`src/rtl/traffic_phase_scheduler_if.sv`:
```
// Signal bundle between the intersection sensors/lights and traffic_phase_scheduler.
// Emergency pre-emption signals exist only when TRAFFIC_EMERG_PREEMPT_EN is defined.
interface traffic_phase_scheduler_if;
    logic [3:0] req;
    logic [1:0] north;
    logic [1:0] east;
    logic [1:0] south;
    logic [1:0] west;
    logic [3:0] grant;
    logic [2:0] phase;
    logic [3:0] pending;
`ifdef TRAFFIC_EMERG_PREEMPT_EN
    logic       emerg_req;
    logic [1:0] emerg_dir;
`endif

    modport master (
        output req,
`ifdef TRAFFIC_EMERG_PREEMPT_EN
        output emerg_req,
        output emerg_dir,
`endif
        input  north,
        input  east,
        input  south,
        input  west,
        input  grant,
        input  phase,
        input  pending
    );

    modport slave (
        input  req,
`ifdef TRAFFIC_EMERG_PREEMPT_EN
        input  emerg_req,
        input  emerg_dir,
`endif
        output north,
        output east,
        output south,
        output west,
        output grant,
        output phase,
        output pending
    );
endinterface

```
`src/rtl/traffic_phase_scheduler.sv`:
```
// Demand-actuated round-robin phase scheduler for a four-way intersection.
// Optional emergency pre-emption is enabled with `define TRAFFIC_EMERG_PREEMPT_EN.
module traffic_phase_scheduler #(
    parameter int TICK_DIV  = 50000000,
    parameter int STARTUP_T = 3,
    parameter int GREEN_MIN = 5,
    parameter int GREEN_MAX = 15,
    parameter int YELLOW_T  = 2,
    parameter int ALLRED_T  = 1
) (
    input logic                      clk,
    input logic                      reset,
    traffic_phase_scheduler_if.slave bus
);

    localparam int            PW         = (TICK_DIV > 1) ? $clog2(TICK_DIV) : 1;
    localparam logic [PW-1:0] PRESC_LAST = PW'(TICK_DIV - 1);
    localparam logic [7:0]    T_START    = 8'(STARTUP_T);
    localparam logic [7:0]    T_GMIN     = 8'(GREEN_MIN);
    localparam logic [7:0]    T_GMAX     = 8'(GREEN_MAX);
    localparam logic [7:0]    T_YEL      = 8'(YELLOW_T);
    localparam logic [7:0]    T_ALLRED   = 8'(ALLRED_T);

    // phase output exposes this encoding directly
    typedef enum logic [2:0] {
        ST_STARTUP = 3'd0,
        ST_ALLRED  = 3'd1,
        ST_GREEN   = 3'd2,
        ST_YELLOW  = 3'd3
    } state_t;

    state_t          state, state_nxt;
    logic [1:0]      cur, cur_nxt;
    logic [1:0]      last, last_nxt;
    logic [3:0]      pending, pending_nxt;
    logic [3:0]      green_mask, enter_mask;
    logic            enter_green;
    logic            others;
    logic            tick;
    logic [PW-1:0]   presc;
    logic [7:0]      elapsed, el_now;
    logic [3:0][1:0] lights_nxt;
    logic [3:0]      grant_nxt;

    // el_now is the elapsed tick count including a tick that lands this cycle
    assign tick   = (presc == PRESC_LAST);
    assign el_now = (tick && elapsed != 8'hFF) ? elapsed + 8'd1 : elapsed;
    assign others = |(pending & ~(4'b0001 << cur));

    function automatic logic [1:0] rr_pick(input logic [3:0] p, input logic [1:0] l);
        logic [1:0] pick;
        logic [1:0] idx;
        logic       found;
        pick  = l;
        found = 1'b0;
        for (int k = 1; k <= 4; k++) begin
            idx = l + 2'(k);
            if (!found && p[idx]) begin
                pick  = idx;
                found = 1'b1;
            end
        end
        return pick;
    endfunction

    always_comb begin
        state_nxt   = state;
        cur_nxt     = cur;
        last_nxt    = last;
        enter_green = 1'b0;
        case (state)
            ST_STARTUP: begin
                if (el_now >= T_START) state_nxt = ST_ALLRED;
            end
            ST_ALLRED: begin
                if (el_now >= T_ALLRED) begin
`ifdef TRAFFIC_EMERG_PREEMPT_EN
                    if (bus.emerg_req) begin
                        cur_nxt     = bus.emerg_dir;
                        last_nxt    = bus.emerg_dir;
                        enter_green = 1'b1;
                        state_nxt   = ST_GREEN;
                    end else
`endif
                    if (pending != 4'd0) begin
                        cur_nxt     = rr_pick(pending, last);
                        last_nxt    = cur_nxt;
                        enter_green = 1'b1;
                        state_nxt   = ST_GREEN;
                    end
                end
            end
            ST_GREEN: begin
`ifdef TRAFFIC_EMERG_PREEMPT_EN
                if (bus.emerg_req) begin
                    if (bus.emerg_dir != cur) state_nxt = ST_YELLOW;
                end else
`endif
                if (others && ((el_now >= T_GMIN && !bus.req[cur]) || el_now >= T_GMAX))
                    state_nxt = ST_YELLOW;
            end
            ST_YELLOW: begin
                if (el_now >= T_YEL) state_nxt = ST_ALLRED;
            end
            default: state_nxt = ST_ALLRED;
        endcase
    end

    // Requests for the approach currently green are not latched; entering green clears its bit.
    always_comb begin
        green_mask  = (state == ST_GREEN) ? (4'b0001 << cur) : 4'b0000;
        enter_mask  = enter_green ? (4'b0001 << cur_nxt) : 4'b0000;
        pending_nxt = (pending | (bus.req & ~green_mask)) & ~enter_mask;
        lights_nxt  = '0;
        grant_nxt   = 4'b0000;
        case (state_nxt)
            ST_STARTUP: lights_nxt = {4{2'b01}};
            ST_GREEN: begin
                lights_nxt[cur_nxt] = 2'b10;
                grant_nxt           = 4'b0001 << cur_nxt;
            end
            ST_YELLOW: begin
                lights_nxt[cur_nxt] = 2'b01;
                grant_nxt           = 4'b0001 << cur_nxt;
            end
            default: ;
        endcase
    end

    always_ff @(posedge clk) begin
        if (reset) begin
            state     <= ST_STARTUP;
            cur       <= 2'd0;
            last      <= 2'd3;
            pending   <= 4'd0;
            presc     <= '0;
            elapsed   <= 8'd0;
            bus.north <= 2'b01;
            bus.east  <= 2'b01;
            bus.south <= 2'b01;
            bus.west  <= 2'b01;
            bus.grant <= 4'd0;
        end else begin
            state   <= state_nxt;
            cur     <= cur_nxt;
            last    <= last_nxt;
            pending <= pending_nxt;
            if (state_nxt != state) begin
                presc   <= '0;
                elapsed <= 8'd0;
            end else begin
                presc   <= tick ? '0 : presc + 1'b1;
                elapsed <= el_now;
            end
            bus.north <= lights_nxt[0];
            bus.east  <= lights_nxt[1];
            bus.south <= lights_nxt[2];
            bus.west  <= lights_nxt[3];
            bus.grant <= grant_nxt;
        end
    end

    assign bus.phase   = state;
    assign bus.pending = pending;

endmodule

```
`src/flat_wrapper.sv`:
```
// flat-port wrapper written by rule: the top's interface ports become plain ports
module traffic_phase_scheduler_flat 
#(
    parameter int TICK_DIV  = 50000000,
    parameter int STARTUP_T = 3,
    parameter int GREEN_MIN = 5,
    parameter int GREEN_MAX = 15,
    parameter int YELLOW_T  = 2,
    parameter int ALLRED_T  = 1
)
  (clk, reset, bus_req, bus_north, bus_east, bus_south, bus_west, bus_grant, bus_phase, bus_pending);
  traffic_phase_scheduler_if bus_i ();
  input logic clk;
  input logic reset;
  input wire logic [$bits(bus_i.req)-1:0] bus_req;
  output wire logic [$bits(bus_i.north)-1:0] bus_north;
  output wire logic [$bits(bus_i.east)-1:0] bus_east;
  output wire logic [$bits(bus_i.south)-1:0] bus_south;
  output wire logic [$bits(bus_i.west)-1:0] bus_west;
  output wire logic [$bits(bus_i.grant)-1:0] bus_grant;
  output wire logic [$bits(bus_i.phase)-1:0] bus_phase;
  output wire logic [$bits(bus_i.pending)-1:0] bus_pending;
  assign bus_i.req = bus_req;
  assign bus_north = bus_i.north;
  assign bus_east = bus_i.east;
  assign bus_south = bus_i.south;
  assign bus_west = bus_i.west;
  assign bus_grant = bus_i.grant;
  assign bus_phase = bus_i.phase;
  assign bus_pending = bus_i.pending;
  traffic_phase_scheduler #(.TICK_DIV(TICK_DIV), .STARTUP_T(STARTUP_T), .GREEN_MIN(GREEN_MIN), .GREEN_MAX(GREEN_MAX), .YELLOW_T(YELLOW_T), .ALLRED_T(ALLRED_T)) u_core (.clk(clk), .reset(reset), .bus(bus_i));
endmodule
```
`config.mk`:
```
export PLATFORM = sky130hd
export DESIGN_NAME = traffic_phase_scheduler_flat
export DESIGN_NICKNAME = d
export VERILOG_FILES = /design/src/rtl/traffic_phase_scheduler_if.sv /design/src/rtl/traffic_phase_scheduler.sv /design/src/flat_wrapper.sv
export SDC_FILE = /design/constraint.sdc
export NUM_CORES = 1
export LEC_CHECK = 0
export ABC_AREA = 1
export BUFFER_PORTS_ARGS = -buffer_cell sky130_fd_sc_hd__buf_2
export CAP_MARGIN = 25
export CORE_ASPECT_RATIO = 1.2
export CORE_UTILIZATION = 50
export DETAILED_ROUTE_END_ITERATION = 12
export GPL_TIMING_DRIVEN = 0
export PLACE_DENSITY = 0.77
export REMOVE_ABC_BUFFERS = 1
export SLEW_MARGIN = 20
export SYNTH_ARGS = -nofsm -noshare
export SYNTH_HDL_FRONTEND = slang
export SYNTH_SLANG_ARGS = --single-unit
```
`constraint.sdc`:
```
create_clock -name clk -period 4.05 [get_ports clk]
set_input_delay 0.6075 -clock clk [delete_from_list [all_inputs] [get_ports clk]]
set_output_delay 0.6075 -clock clk [all_outputs]
set_load 0.1 [all_outputs]
```
## After elaboration in Yosys (flattened, before gate mapping)

Cells that the tools add are included.

- Register bits: 57

- Add/sub/neg operators: 5
- $lt $le $gt $ge: 12
- Eq/ne operators: 8
- Shifts and indexed selects: 2
- Multiplexer cells: 44
- Bitwise operators: 8
- Reduce and logical (&&, ||, !) cells: 21

Operators with widths:

| cell | number |
|---|---|
| $add A26 B1 Y26 const B | 1 |
| $eq A26 B26 Y1 const B | 1 |
| $pmux W8 S3 | 1 |
| $mux W1 | 20 |
| $lt A2 B3 Y1 const B | 6 |
| $ge A8 B2 Y1 const B | 2 |
| $mux W2 | 8 |
| $mux W3 | 5 |
| $and A4 B4 Y4 | 3 |
| $eq A3 B2 Y1 const B | 4 |
| $not A4 Y4 | 3 |
| $pmux W3 S4 | 1 |
| $bmux W1 S2 | 5 |
| $add A8 B1 Y8 const B | 1 |
| $ge A8 B1 Y1 const B | 1 |
| $ge A8 B3 Y1 const B | 1 |
| $ge A8 B4 Y1 const B | 1 |
| $mux W4 | 2 |
| $mux W8 | 1 |
| $ne A8 B8 Y1 const B | 1 |
| $shl A1 B2 Y4 const A | 2 |
| $logic_and A1 B1 Y1 | 7 |
| $logic_not A3 Y1 | 2 |
| $reduce_or A2 Y1 | 3 |
| other kinds (14) | 18 |

## Logic depth before layout (Yosys ltp)

Gate-level depths: netlist of the first run.

- Depth after elaboration: 30
- Gate-level depth with buffers: 19
- Gate-level depth less buffers: 19

## Least setup slack after synthesis of the first run

Ideal clock, no wire load.

- Path type: register to register
- Start point: register u_core.pending[3], in the netlist u_core.bus.pending[3]
- End point: register u_core.bus.south[1]
- Library setup time: 120 ps
- Arrival time: 2434 ps
- Data required time: 3930 ps
- Slack: 1495 ps
- Cell stages (with the launch flop): 14
- Buffers on the path: 0
- Cells stage by stage: dfxtp_1 inv_1 o21ai_0 nand2_1 nand2_1 inv_1 nand3_1 nand2_1 xor2_1 nand4_1 nand2_1 inv_1 nand3_1 nor2_1

- Cells in the longest elaborated chain, start to end: 29
- Elaborated cells on any way between the ends: 50
- Classes of those cells: order compare: 2; eq/ne: 2; mux: 34; bitwise: 1; reduce/logical: 11

Ends and longest elaborated chain:

| element | line | RTL |
|---|---|---|
| from (decl) | traffic_phase_scheduler.sv:35 | `logic [3:0] pending, pending_nxt;` |
| from (signal assigned) | traffic_phase_scheduler.sv:147 | `pending <= pending_nxt;` |
| $bmux W1 S2 | traffic_phase_scheduler.sv:58 | `if (!found && p[idx]) begin` |
| $mux W1 (not written as such) | traffic_phase_scheduler.sv:58 |  |
| $mux W1 | traffic_phase_scheduler.sv:58 |  |
| $mux W1 | traffic_phase_scheduler.sv:85 | `if (pending != 4'd0) begin` |
| $mux W1 | traffic_phase_scheduler.sv:76 | `if (el_now >= T_ALLRED) begin` |
| $mux W1 | traffic_phase_scheduler.sv:71 | `case (state)` |
| $logic_not A1 Y1 | traffic_phase_scheduler.sv:58 |  |
| $logic_and A1 B1 Y1 | traffic_phase_scheduler.sv:58 |  |
| [13 not listed] | -- |  |
| $mux W2 | traffic_phase_scheduler.sv:85 |  |
| $mux W2 | traffic_phase_scheduler.sv:76 |  |
| $mux W2 | traffic_phase_scheduler.sv:71 |  |
| $lt A2 B3 Y1 (not written as such) or $ge A2 B1 Y1 (tied branches) | traffic_phase_scheduler.sv:119 | `lights_nxt[cur_nxt] = 2'b10;` |
| $logic_and A1 B1 Y1 (not written as such) | traffic_phase_scheduler.sv:119 |  |
| $mux W2 (not written as such) | traffic_phase_scheduler.sv:119 |  |
| $demux W2 S2 | -- |  |
| $pmux W8 S3 (*) | traffic_phase_scheduler.sv:116 | `case (state_nxt)` |
| to (signal assigned) | traffic_phase_scheduler.sv:157 | `bus.south <= lights_nxt[2];` |
| to (decl) | traffic_phase_scheduler_if.sv:40 | `output south,` |

Every way passes the cells marked *; elsewhere a longest branch is shown, timed or not. The select of a mux whose other input is x is not followed.
A chain may end at the register's enable or synchronous reset.

## Final worst setup path of the first run

- Start point: register u_core.presc[0]
- End point: register u_core.presc[24]

- Cells in the longest elaborated chain, start to end: 11
- Elaborated cells on any way between the ends: 19
- Classes of those cells: add/sub: 1; order compare: 5; eq/ne: 2; mux: 6; reduce/logical: 5

Ends and longest elaborated chain:

| element | line | RTL |
|---|---|---|
| from (decl) | traffic_phase_scheduler.sv:40 | `logic [PW-1:0] presc;` |
| from (signal assigned) | traffic_phase_scheduler.sv:152 | `presc <= tick ? '0 : presc + 1'b1;` |
| $eq A26 B26 Y1 | traffic_phase_scheduler.sv:46 | `assign tick = (presc == PRESC_LAST);` |
| $logic_and A1 B1 Y1 | traffic_phase_scheduler.sv:47 | `assign el_now = (tick && elapsed != 8'hFF) ? elapsed + 8'd1 : elapsed;` |
| $mux W8 | traffic_phase_scheduler.sv:47 |  |
| $ge A8 B3 Y1 | traffic_phase_scheduler.sv:99 | `if (others && ((el_now >= T_GMIN && !bus.req[cur]) \|\| el_now >= T_GMAX))` |
| $logic_and A1 B1 Y1 | traffic_phase_scheduler.sv:99 |  |
| $logic_or A1 B1 Y1 | traffic_phase_scheduler.sv:99 |  |
| $logic_and A1 B1 Y1 | traffic_phase_scheduler.sv:99 |  |
| $mux W3 | traffic_phase_scheduler.sv:99 |  |
| $pmux W3 S4 | traffic_phase_scheduler.sv:71 |  |
| $ne A3 B3 Y1 | traffic_phase_scheduler.sv:148 | `if (state_nxt != state) begin` |
| $reduce_or A3 Y1 (no line) | -- |  |

Parallel ways exist; a longest one is shown, timed or not.

==> out/results.ini, run 1 <==
[timing]
whs_ps = 448
hold_viol = 0
rsz0062_at_grt = false
fmax_ghz = 0.371
slew_headroom = 0.612
period_minus_slack_ps = 2690
setup_viol_count_final = 0
fin_crit_sh = 0.665
drv_slew = 0
tns_ps = 0
skew_ps = 7.34
tightestPinTransition_ps = 577

[drt]
ant_nets = 0
vias_per_cell = 4.92
remaining_drc_errors = 0
drt-initial-drc-count = 148
via_count = 2769
drt-total-wl_um = 6080
drtPass1Iterations = 4
wl_per_cell_um = 10.8

[synthesis]
synth_cell_types = 31
ys_seq_area_frac = 0.372
synth_top_area_share = 0.372
syn_inst = 446
syn_area_mm2 = 0.00306
postSynthAreaPerCell_um2 = 6.87
ys_warn_count = 0
ys_seq_elements = 57
ys_top_cells_by_area = dfxtp_1, nand2_1, inv_1, nor2_1, xor2_1
synth_area_leader_cell = dfxtp_1

[clocking]
ctsResizeCount = 0
cts_sinks = 57
cts_tree = done
cts_hold_buffers = 0
clk_pin_slew_ps = 70
clk_latency_ps = 340
post_cts_buffers = 0
cts-htree-levels = 3
numCtsBuffers = 9
max-clock-path-buffers = 2
cts_root_buffer = clkbuf_8

[floorplan]
core-area_mm2 = 0.00578
die_w_um = 73.5
boundaryPins = 25
die_area_mm2 = 0.00645
start_util = 0.530
fp-row-count = 30
chipHeight_um = 87.8

[power_and_ir_drop]
vdd_ir_drop_max_mv = 0.296
p_leak_nw = 1.59
p_per_area_mw_per_mm2 = 346

[global_routing]
grt_overflow = 0
track_usage = 0.210
grt_max_degree = 27
grt_pass1_vias = 2598
grt_pass1_wl_um = 10600
antenna_found_initial = 0

[worst_setup_path]
r2r_slack_ps = 1360
endpoint_kind = flip-flop
slowest_stage = dfxtp_1
timing.rr.end = u_core.presc[24]$_SDFF_PP0_
cp_max_fo = 26
cp_common_cell = nand2_1
worstPathCellList = ha_1, nand3_1, nor2_1, nand2_1, nor2_2, nand3_1, nand2_1, nand2_1, nor2_2, nand2_2, nand3_4, nand2_2, nor2_4, nand3b_4, nor2_1
rr_worst_depth = 15
crit_family = simple AND/OR/NAND/NOR gates
critPathLaunchType = flip-flop
r2r-start = u_core.presc[0]$_SDFF_PP0_
crit_buf_inv = 0
crit_type = flip-flop to flip-flop
arrival_ps = 2960
crit_required_ps = 4310
slowest_delay_ps = 360

[status]
status = completed

[cells_and_area]
drive_gt1_frac = 0.143
syn2layout_area_growth_pct = 12.4
final_common_cell = nand2_1
nNetsFinal = 486
antenna_cells = 0
final_cell_mix = nand2_1, inv_1, nor2_1, dfxtp_1, nand3_1

[run]
max_cap_viol_count = 0

[place]
port_buffers = 24
hpwl_um = 4490
place_congestion = 0.905

[min_path]
whs_endpoint = u_core.presc[0]$_SDFF_PP0_
holdCritStartpoint = u_core.presc[0]$_SDFF_PP0_
min_path_cells = 1
hp-class = flip-flop to flip-flop

sequential cells by signal (all words and copies together) (netlist names):
signal	flops
u_core.elapsed	8
u_core.bus.south	2
u_core.bus.phase	3
u_core.bus.grant	4
u_core.bus.pending	4
u_core.bus.north	2
u_core.presc	26
u_core.bus.east	2
u_core.cur	2
u_core.bus.west	2
u_core.last	2
power by group:
part / switching [mW] / internal [mW] / total (mW)
Sequential: 0.00531 / 0.569 / 0.574
Combinational: 0.0863 / 0.0194 / 0.106
Clock: 0.229 / 0.283 / 0.512
Total: 0.321 / 0.871 / 1.19
per-layer routing:
layer / track usage / up-vias / part of all wire
met4: 0.112 / 0 / 0.017
met5: 0 / - / 0
met3: 0.0587 / 10 / 0.048
li1: - / 1457 / -
met2: 0.341 / 49 / 0.48
met1: 0.250 / 1253 / 0.45
layout make-up:
| cell class | count | area, um2 |
|---|---|---|
| inverters | 68 | 255 |
| clock buffers | 11 | 131 |
| well taps | 80 | 100 |
| clock inverters | 5 | 56.3 |
| fillers | 562 | 2340 |
| multi-input cells | 318 | 1640 |
| repair buffers | 24 | 120 |
| flip-flops and latches | 57 | 1140 |
stage by stage:
step / std cells / area [um2] / total power [mW] / worst slack, ps / util
finish: 563 / 3440 / 1.19 / 1360 / 0.596
floorplan: 443 / 3040 / 0.673 / 1500 / -
detailed placement: 547 / 3260 / 0.692 / 1370 / 0.563
CTS: 563 / 3440 / 1.20 / 1330 / 0.596
global route: 563 / 3440 / 1.23 / 1020 / 0.596
global placement: 547 / 3260 / 0.691 / 1390 / 0.563
kinds of logic (layout without fill, tap and decap cells):
logic type	Yosys count	in the layout	synth area share
and+or+nand+nor	259	259	0.395
buffers and inverters	71	108	0.0923
DFF	57	57	0.372
AOI/OAI and AO/OA	28	28	0.0510
xor gates and xnor gates	28	28	0.0800
adders and majority gates	2	2	0.00817
other	1	1	0.00122
worst max-delay path by stage:
stage	end	cells after the start	startpoint	slack [ps]
2_1_floorplan	u_core.bus.south[1]$_SDFF_PP0_	13	u_core.bus.pending[3]$_SDFF_PP0_	1500
3_3_place_gp	u_core.presc[17]$_SDFF_PP0_	15	u_core.presc[0]$_SDFF_PP0_	1390
3_5_place_dp	u_core.presc[24]$_SDFF_PP0_	15	u_core.presc[0]$_SDFF_PP0_	1370
4_1_cts	u_core.presc[24]$_SDFF_PP0_	15	u_core.presc[0]$_SDFF_PP0_	1330
5_1_grt	u_core.presc[24]$_SDFF_PP0_	15	u_core.presc[0]$_SDFF_PP0_	1020
6_report	u_core.presc[24]$_SDFF_PP0_	15	u_core.presc[0]$_SDFF_PP0_	1360
synth_stat cells:
cell,count
nor2_1,64
o21ai_0,9
nand4_4,1
a22oi_1,1
nand3b_1,2
nor4_1,2
o21bai_1,1
nor3_1,10
a221oi_1,1
nor4b_1,1
buf_6,2
nand3_1,25
nand4_1,15
ha_1,2
xor2_1,22
xnor2_1,6
a21boi_0,1
nand3_4,2
conb_1,1
inv_2,4
nand3b_4,1
o22ai_1,2
nand2_2,6
a21oi_1,12
dfxtp_1,57
nand2_1,113
nor2_4,4
buf_2,1
nor2_2,13
o211ai_1,1
inv_1,64
Note: power is estimated with default switching activity, not from simulation.
==> run 2, diff against run 1 <==
- ABC_AREA: 1 -> 0
- PLACE_DENSITY: 0.77 -> 0.8
- clock period: 4.05 -> 2.2 ns (I/O delays scaled with it)
==> run 2 against run 1 <==
The flow now finishes with violations (negative setup slack); synthesized cell count is 19% lower; hold slack worse by 150 ps; sequential share of layout area is 6.3 points lower; clock power is 93% higher; clock skew is 1.6 ps higher; setup slack worse by 1800 ps; first-iteration DRC count is 36% higher; clock-buffer cell count stayed put; routed wire length is 63% higher; cell area is 26% higher; global-route usage is 6.3 points higher; die area is 3.5% higher.
==> out/results.ini, run 2 <==
[status]
status = complete, but fails checks
violations = negative setup slack

[drt]
drt-initial-drc-count = 201
remaining_drc_errors = 0
drt-total-wl_um = 9890
vias_per_cell = 6.39
drtPass1Iterations = 5
ant_nets = 0
via_count = 3219
wl_per_cell_um = 19.6

[timing]
whs_ps = 295
setup_viol_count_final = 56
tightestPinTransition_ps = 826
period_minus_slack_ps = 2690
setup_slack_ps = -485
fin_crit_sh = 1.22
skew_ps = 8.99
fmax_ghz = 0.372
rsz0062_at_grt = true
hold_viol = 0
drv_slew = 0
slew_headroom = 0.449

[clocking]
numCtsBuffers = 9
cts_hold_buffers = 0
cts-htree-levels = 3
cts_root_buffer = clkbuf_8
cts_tree = done
clk_pin_slew_ps = 70
max-clock-path-buffers = 2
clk_latency_ps = 360
cts_sinks = 57

[cells_and_area]
reg_top3 = u_core.presc: 26 flops, u_core.elapsed: 8 flops
regMostFlops = u_core.presc
largest_reg_flops = 26
final_common_cell = dfxtp_1
nNetsFinal = 425
n_fill_cell = 409
multi_input_area_mm2 = 0.00229
syn2layout_area_growth_pct = 36.9
antenna_cells = 0
drive_gt1_frac = 0.410
final_cells = 504
utilization = 0.714
seqCellArea_mm2 = 0.00117
final_cell_mix = dfxtp_1, nand2_1, nor2_1, buf_2

[floorplan]
fp-row-count = 31
start_util = 0.521
boundaryPins = 25
chipHeight_um = 89.3
die_w_um = 74.7
core-area_mm2 = 0.00609
die_area_mm2 = 0.00667

[worst_setup_path]
crit_family = simple AND/OR/NAND/NOR gates
crit_buf_inv = 3
rr_worst_depth = 10
timing.rr.end = u_core.presc[13]$_SDFF_PP0_
cp_max_fo = 6
critPathLaunchType = flip-flop
endpoint_kind = flip-flop
r2r-start = u_core.presc[13]$_SDFF_PP0_
arrival_ps = 2950
slowest_stage = dfxtp_1
crit_required_ps = 2460
slowest_delay_ps = 430
crit_type = flip-flop to flip-flop
r2r_slack_ps = -490
worstPathCellList = and4bb_2, nand3_2, nor4_4, nor2_1, o31ai_4, buf_6, a31oi_4, buf_6, buf_16, nor4_4

[global_routing]
track_usage = 0.273
grt_pass1_wl_um = 13600
antenna_found_initial = 0
grt_max_degree = 20
grt_overflow = 0
grt_pass1_vias = 2875

[place]
place_inst = 449
place_congestion = 0.844
hpwl_um = 4830
port_buffers = 24

[synthesis]
synth_most_common_cell = dfxtp_1
synth_common_cells = dfxtp_1, nor3_1, nor2_1, nand2_1, xnor2_1
ys_seq_area_frac = 0.359
synth_area_leader_cell = dfxtp_1
postSynthAreaPerCell_um2 = 8.82
syn_inst = 360
syn_area_mm2 = 0.00317
synth_cell_types = 61
synth_top_area_share = 0.359
ys_async_sr_fraction = 0
ys_seq_elements = 57
ys_warn_count = 0
synth_edf_count = 0
synth_top_flop_cell = dfxtp_1
ys_top_cells_by_area = dfxtp_1, xnor2_1, nor3_1, nor4_2, nor2_1

[power_and_ir_drop]
p_leak_nw = 1.46
finalPower_mw = 2.35
p_per_area_mw_per_mm2 = 541
vdd_ir_drop_max_mv = 0.451

[run]
max_cap_viol_count = 0

[min_path]
whs_endpoint = u_core.bus.pending[1]$_SDFF_PP0_
min_path_cells = 3
hp-class = input pin to flip-flop
holdCritStartpoint = bus_req[1]

[run 2: kinds of logic (layout without fill, tap and decap cells)]
group,count (synthesis),in the layout,share of synthesized area
AOI/OAI and AO/OA,57,58,0.138
xor gates and xnor gates,30,30,0.0828
and+or+nand+nor,172,172,0.325
adders and majority gates,2,2,0.00788
buffers and inverters,28,89,0.0390
other,1,1,0.00118
muxes,13,13,0.0469
DFF,57,57,0.359
[run 2: repair_timing]
item / in CTS / in global routing
setup endpoints to repair: 56 / 56
pin swaps: 15 / 15
buffers inserted: 21 / 15
gates resized for setup: 54 / 47
gates cloned: 2 / 1
[run 2: worst min-delay path, cell delays in order]
cell	delay (ps)
buf_2	100
a21oi_1	110
a211oi_1	60
[run 2: cell type report]
type | count | share of cell area
inverter | 10 | 0.00864
multi-input combinational | 276 | 0.527
clock buffer | 11 | 0.0325
sequential | 57 | 0.268
clock inverter | 5 | 0.0127
tap | 82 | 0.0236
timing repair buffer | 63 | 0.127
[run 2: power breakdown]
part	switching (mW)	total [mW]	internal (mW)	leakage, nW
logic	0.204	0.295	0.0905	0.891
clock network	0.441	0.990	0.549	0.0953
registers	0.0223	1.06	1.04	0.471
[run 2: stage by stage]
| step | setup slack [ps] | area [um2] | TNS, ps |
|---|---|---|---|
| after detailed placement | -1380 | 3340 | -58980 |
| final | -485 | 4350 | -22490 |
| after floorplan | -1120 | 3090 | -42340 |
| after global placement | -1960 | 3310 | -76640 |
| after global routing | -571 | 4350 | -26210 |
| after CTS | -368 | 4000 | -15880 |
[run 2: worst max path at each step]
stage                                 start                     endpoint  depth (start not counted)
6_report        u_core.presc[13]$_SDFF_PP0_  u_core.presc[13]$_SDFF_PP0_                         10
5_1_grt          u_core.presc[9]$_SDFF_PP0_  u_core.presc[13]$_SDFF_PP0_                         10
4_1_cts         u_core.presc[10]$_SDFF_PP0_  u_core.presc[14]$_SDFF_PP0_                         11
3_5_place_dp   u_core.elapsed[0]$_SDFF_PP0_  u_core.presc[25]$_SDFF_PP0_                          9
3_3_place_gp   u_core.elapsed[0]$_SDFF_PP0_  u_core.presc[25]$_SDFF_PP0_                          8
2_1_floorplan  u_core.elapsed[0]$_SDFF_PP0_  u_core.presc[25]$_SDFF_PP0_                          8
[run 2: routing by layer]
metal | track usage | wire, um
met5 | 0.00794 | 0
met4 | 0.144 | 401
met3 | 0.0755 | 648
met2 | 0.461 | 5050
met1 | 0.311 | 3780
